--- config.mk ---
export PLATFORM = sky130hd
export DESIGN_NAME = bus_dma
export DESIGN_NICKNAME = d
export VERILOG_FILES = /design/src/rtl/bus_dma.sv
export SDC_FILE = /design/constraint.sdc
export NUM_CORES = 1
export LEC_CHECK = 0
export CAP_MARGIN = 20
export CORE_MARGIN = 3
export CORE_UTILIZATION = 34
export CTS_BUF_LIST = sky130_fd_sc_hd__clkbuf_8
export CTS_CLUSTER_DIAMETER = 30
export DETAILED_ROUTE_END_ITERATION = 10
export PLACE_DENSITY = 0.67
export RECOVER_POWER = 25
export SYNTH_ARGS = -nofsm -noshare
export SYNTH_HDL_FRONTEND = slang
export SYNTH_SLANG_ARGS = --single-unit
--- constraint.sdc ---
create_clock -name clock -period 6.13 [get_ports clock]
set_input_delay 0.613 -clock clock [delete_from_list [all_inputs] [get_ports clock]]
set_output_delay 0.613 -clock clock [all_outputs]
set_load 0.02 [all_outputs]
--- src/rtl/bus_dma.sv ---
// Multi-channel byte DMA: stalls the CPU through halt, then copies bytes with
// alternating read/write bus cycles, optionally aligned by one cycle to the parity counter.
//   state  | meaning
//   IDLE   | no transfer; grant the lowest-index busy channel
//   HALT   | CPU stalled; parity decides whether an ALIGN cycle is needed
//   ALIGN  | one padding cycle so the first read lands on the other parity
//   READ   | A=src+idx, R=1, capture I
//   WRITE  | A=dst(+idx), W=1, D=captured byte
//   DONE   | done pulse for the finished channel, then back to IDLE
module bus_dma #(
    parameter int CH    = 2,
    parameter int LEN_W = 9
) (
    input  logic                  clock,
    input  logic                  reset,
    input  logic                  ce,
    input  logic [CH-1:0]         start,
    input  logic [16*CH-1:0]      cfg_src,
    input  logic [16*CH-1:0]      cfg_dst,
    input  logic [LEN_W*CH-1:0]   cfg_len,
    input  logic [CH-1:0]         cfg_dinc,
    output logic                  halt,
    output logic [CH-1:0]         busy,
    output logic [CH-1:0]         done,
    output logic [15:0]           A,
    input  logic [7:0]            I,
    output logic [7:0]            D,
    output logic                  R,
    output logic                  W
);
    localparam int CW = (CH > 1) ? $clog2(CH) : 1;

    localparam logic [2:0] S_IDLE  = 3'd0;
    localparam logic [2:0] S_HALT  = 3'd1;
    localparam logic [2:0] S_ALIGN = 3'd2;
    localparam logic [2:0] S_READ  = 3'd3;
    localparam logic [2:0] S_WRITE = 3'd4;
    localparam logic [2:0] S_DONE  = 3'd5;

    logic [2:0]       state;
    logic             parity;
    logic [CH-1:0]    busy_q;
    logic [CH-1:0]    done_q;
    logic [CW-1:0]    cur;
    logic [15:0]      src;
    logic [15:0]      dst;
    logic [LEN_W-1:0] len;
    logic [LEN_W-1:0] idx;
    logic             dinc;
    logic [7:0]       data;

    logic             gnt_ok;
    logic [CW-1:0]    gnt_ch;
    logic [15:0]      gnt_src;
    logic [15:0]      gnt_dst;
    logic [LEN_W-1:0] gnt_len;
    logic             gnt_dinc;
    logic [CH-1:0]    len_nz;
    logic [CH-1:0]    start_ok;
    logic [CH-1:0]    zero_len;
    logic [CH-1:0]    fin_mask;
    logic             last;
    logic [15:0]      idx16;

    // Descending scan so the lowest-index busy channel wins.
    always_comb begin
        gnt_ok   = 1'b0;
        gnt_ch   = '0;
        gnt_src  = '0;
        gnt_dst  = '0;
        gnt_len  = '0;
        gnt_dinc = 1'b0;
        for (int k = CH - 1; k >= 0; k--) begin
            if (busy_q[k]) begin
                gnt_ok   = 1'b1;
                gnt_ch   = CW'(k);
                gnt_src  = cfg_src[16*k +: 16];
                gnt_dst  = cfg_dst[16*k +: 16];
                gnt_len  = cfg_len[LEN_W*k +: LEN_W];
                gnt_dinc = cfg_dinc[k];
            end
        end
    end

    always_comb begin
        len_nz = '0;
        for (int k = 0; k < CH; k++) begin
            len_nz[k] = |cfg_len[LEN_W*k +: LEN_W];
        end
    end

    assign start_ok = start & ~busy_q & len_nz;
    assign zero_len = start & ~busy_q & ~len_nz;
    assign last     = (({1'b0, idx} + (LEN_W+1)'(1)) >= {1'b0, len});
    assign fin_mask = (state == S_WRITE && last) ? (CH'(1) << cur) : '0;
    assign idx16    = 16'(idx);

    assign halt = (state != S_IDLE);
    assign R    = (state == S_READ);
    assign W    = (state == S_WRITE);
    assign D    = data;
    assign busy = busy_q;
    assign done = done_q;

    always_comb begin
        A = 16'h0000;
        if (state == S_READ) begin
            A = src + idx16;
        end else if (state == S_WRITE) begin
            A = dinc ? (dst + idx16) : dst;
        end
    end

    always_ff @(posedge clock or posedge reset) begin
        if (reset) begin
            state  <= S_IDLE;
            parity <= 1'b0;
            busy_q <= '0;
            done_q <= '0;
            cur    <= '0;
            src    <= '0;
            dst    <= '0;
            len    <= '0;
            idx    <= '0;
            dinc   <= 1'b0;
            data   <= '0;
        end else if (ce) begin
            parity <= ~parity;
            done_q <= zero_len | fin_mask;
            busy_q <= (busy_q | start_ok) & ~fin_mask;
            case (state)
                S_IDLE: begin
                    if (gnt_ok) begin
                        state <= S_HALT;
                        cur   <= gnt_ch;
                        src   <= gnt_src;
                        dst   <= gnt_dst;
                        len   <= gnt_len;
                        dinc  <= gnt_dinc;
                        idx   <= '0;
                    end
                end
                S_HALT:  state <= parity ? S_ALIGN : S_READ;
                S_ALIGN: state <= S_READ;
                S_READ: begin
                    data  <= I;
                    state <= S_WRITE;
                end
                S_WRITE: begin
                    if (last) begin
                        state <= S_DONE;
                    end else begin
                        idx   <= idx + 1'b1;
                        state <= S_READ;
                    end
                end
                S_DONE:  state <= S_IDLE;
                default: state <= S_IDLE;
            endcase
        end
    end
endmodule

==> results.tsv <==
stage	metric	value	unit
run_status	status	completed	
min_path	hp-start	parity	
min_path	hold_path.class	register to register	
detailed_routing	wl_per_cell	18.14	um
clock_network	cts_max_level	3	
floorplan	die_w	127.2	um
global_route	grt_pass1_wl	25550	um
final_layout	multiInputGateArea	3070	um2
worst_setup_path	rr_worst_depth	11	
clock_network	clk_pin_slew	0.07	ns
logic_synthesis	synth_edf_count	0	
clock_network	clock_path_buffers	2	
logic_synthesis	ys.warnings.count	0	
final_layout	final_nets	815	
placement	gp_congestion	0.9435	
global_route	grt_overflow	0	
timing	final-max-slew-violation-count	0	
detailed_routing	dr.pass1.iters	7	
final_layout	stdcell_area	6589	um2
global_route	grt_max_degree	69	
timing	worstMarginPinSlew	0.9124	ns
clock_network	cts_hold_buf	0	
worst_setup_path	crit_type	register to output port	
timing	clock_skew	0.008973	ns
placement	place_area	6386	um2
global_route	antenna_found_initial	0	
floorplan	start_util	35.31	%
placement	place_inst	857	
logic_synthesis	seq_area_frac_synth	34.06	%
clock_network	clock-root-buffer	clkbuf_8	
final_layout	diodes	0	
worst_setup_path	worstPathRequired	5.52	ns
clock_network	clk_latency	0.36	ns
floorplan	core-area	14150	um2
final_layout	nFillCells	1367	
detailed_routing	drt_wl_total	15830	um
floorplan	core.rowCount	43	
final_layout	drive_gt1_share	5.628	%
final_layout	area_growth	31.88	%
global_route	grt_use_total	19.67	%
timing	finalSetupViolCount	0	
floorplan	die_y	127.2	um
final_layout	seq_area	1703	um2
detailed_routing	ant_nets	0	
detailed_routing	drc_errors	0	
detailed_routing	drt_iter0_drc	408	
worst_setup_path	worstReg2RegStart	idx[0]	
timing	tns	0	ns
timing	hold_ws	0.4719	ns
logic_synthesis	async_flop_share	100.0	%
worst_setup_path	arrival	3.32	ns
floorplan	dieArea	16180	um2
clock_network	numCtsBuffers	9	
min_path	hold_depth	1	
clock_network	cts_tree	built	
timing	finalHoldViolCount	0	
global_route	grt_pass1_vias	4983	
pwr	vdd_drop_max	0.2242	mV
worst_setup_path	timing.rr.end	idx[8]	
pwr	report.power.total	2333	uW
clock_network	postCtsSetupBuffers	0	
final_layout	instances_no_fill	873	
pwr	leakage	0.002723	uW
logic_synthesis	ys_types	55	
timing	max_slew_margin	39.17	%
logic_synthesis	synth_area_per_cell	8.599	um2
min_path	hold_end	parity	
timing	rsz0062_at_grt	no	
clock_network	clock-sinks	68	
worst_setup_path	cp_max_fo	8	
placement	portBuffers	127	
floorplan	ios	128	
timing	fmax	254.3	MHz
detailed_routing	vias_per_cell	5.667	
pwr	power.density	354.2	nW/um2
logic_synthesis	netlist_area	4996	um2
placement	hpwl	11880	um
run	max_cap_viol_count	0	
worst_setup_path	r2r_setup_slack	2.75	ns
timing	fin_crit_sh	64.15	%
worst_setup_path	startpoint_type	register	
logic_synthesis	netlist_instances	581	
clock_network	ctsResizeCount	0	
logic_synthesis	synth_nets	708	
worst_setup_path	end_kind	output port	
timing	period_needed	3.932	ns
logic_synthesis	ys.flop_type	dfrtp_1	
detailed_routing	dr_total_vias	4947	
logic_synthesis	synth_seq_cells	68	
-- cell usage in the layout, fill, tap and decap left out, types with 12 or more instances in the layout --
master and count:
clkdlybuf4s50_1 125, o21ai_0 70, dfrtp_1 67, nand2_1 51, a22oi_1 44, ha_1 28, a31oi_1 27, nor2b_1 27
nor2_1 25, inv_1 19, xor2_1 17, xnor2_1 16, nand3_1 12, o22ai_1 12
-- logic make-up (layout without fill, tap and decap cells) --
group                      Yosys count  count (layout)  share of synthesized area [%]
muxes                               12              12                          2.630
xor gates and xnor gates            33              33                          5.785
AOI/OAI and AO/OA                  225             225                          29.75
buffers and inverters               56             168                          4.483
adders and majority gates           30              30                          7.814
DFF                                 68              68                          34.06
and+or+nand+nor                    157             157                          15.48
-- critical path, stage by stage, from the launching register on --
cell and delay [ns]:
dfrtp_1 0.53, ha_1 0.26, inv_1 0.07, fa_1 0.41, nor2b_1 0.17, o31a_1 0.22, o211a_1 0.23, o211ai_1 0.11
xor2_1 0.16, o22ai_1 0.15, clkdlybuf4s50_1 0.65
-- metrics by stage --
stage | util (%) | worst slack, ns
after floorplan | - | 3.264
after detailed placement | 45.13 | 2.572
after global routing | 46.56 | 1.961
after global placement | 45.13 | 2.661
final | 46.56 | 2.198
after CTS | 46.56 | 2.180
-- sequential cells by signal, summed over array words and instances (netlist names) --
register and cells:
busy 2, state 3, src 16, cur 1, idx 9, parity 1
D 8, done 2, dinc 1, dst 16, len 9
-- Yosys cell counts (2+ instances only) --
cell type  count  area share [%]
mux2i_1        3            0.60
a22oi_1       44             6.6
mux2_2         9             2.0
and3_1         9             1.1
a21o_1        10             1.5
xnor2_1       16             2.8
o22a_1        10             1.8
o21bai_1       2            0.30
o21ai_0       70             7.0
nor2_1        25             1.9
xor2_1        17             3.0
nor4_1         4            0.50
fa_1           2            0.80
and2_1         3            0.38
inv_1         19             1.4
a31oi_1       27             3.4
o221ai_1       3            0.53
nand3_1       12             1.2
a211oi_1       5            0.75
a21oi_1       11             1.1
nand2_1       51             3.8
nor3_1         8            0.80
nand2b_1       8             1.0
o21a_1         4            0.60
a21boi_0       2            0.30
ha_1          28             7.0
a31o_2         2            0.35
o211ai_1       5            0.75
o22ai_1       12             1.5
a32o_1         2            0.40
a22o_1         3            0.53
or2_2          2            0.25
o31a_1         2            0.35
nor2b_1       27             3.4
nand4_1        3            0.38
buf_2          5            0.50
dfrtp_1       68              34
clkbuf_1      31             2.3
-- worst max path at each step --
stage | startpoint | endpoint | depth (start not counted)
CTS | idx[1] | A[15] | 8
finish | idx[0] | A[14] | 10
floorplan | idx[0] | A[10] | 9
global placement | idx[0] | A[10] | 10
detailed placement | idx[1] | A[15] | 8
global route | idx[0] | A[14] | 10
-- area by class of cell --
| class | instances | area share (%) |
|---|---|---|
| Inverter | 19 | 1.082 |
| Multi-Input combinational cell | 457 | 46.60 |
| Tap cell | 180 | 3.418 |
| Sequential cell | 68 | 25.84 |
| Clock buffer | 11 | 2.298 |
| Clock inverter | 5 | 0.7786 |
| Timing Repair Buffer | 133 | 19.98 |
-- routing by layer --
layer / vias to the layer above / share of wire, % / track usage, %
met3: 31 / 4.9 / 3.804
li1: 2369 / - / -
met4: 0 / 2.3 / 6.688
met2: 147 / 51 / 34.15
met5: - / 0 / 0
met1: 2400 / 42 / 24.48
-- power by group --
group	switching, uW	internal [uW]
sequential	204	626
combinational	592	525
clock	179	207
total	975	1360
Power figures use the tool's default switching activity.
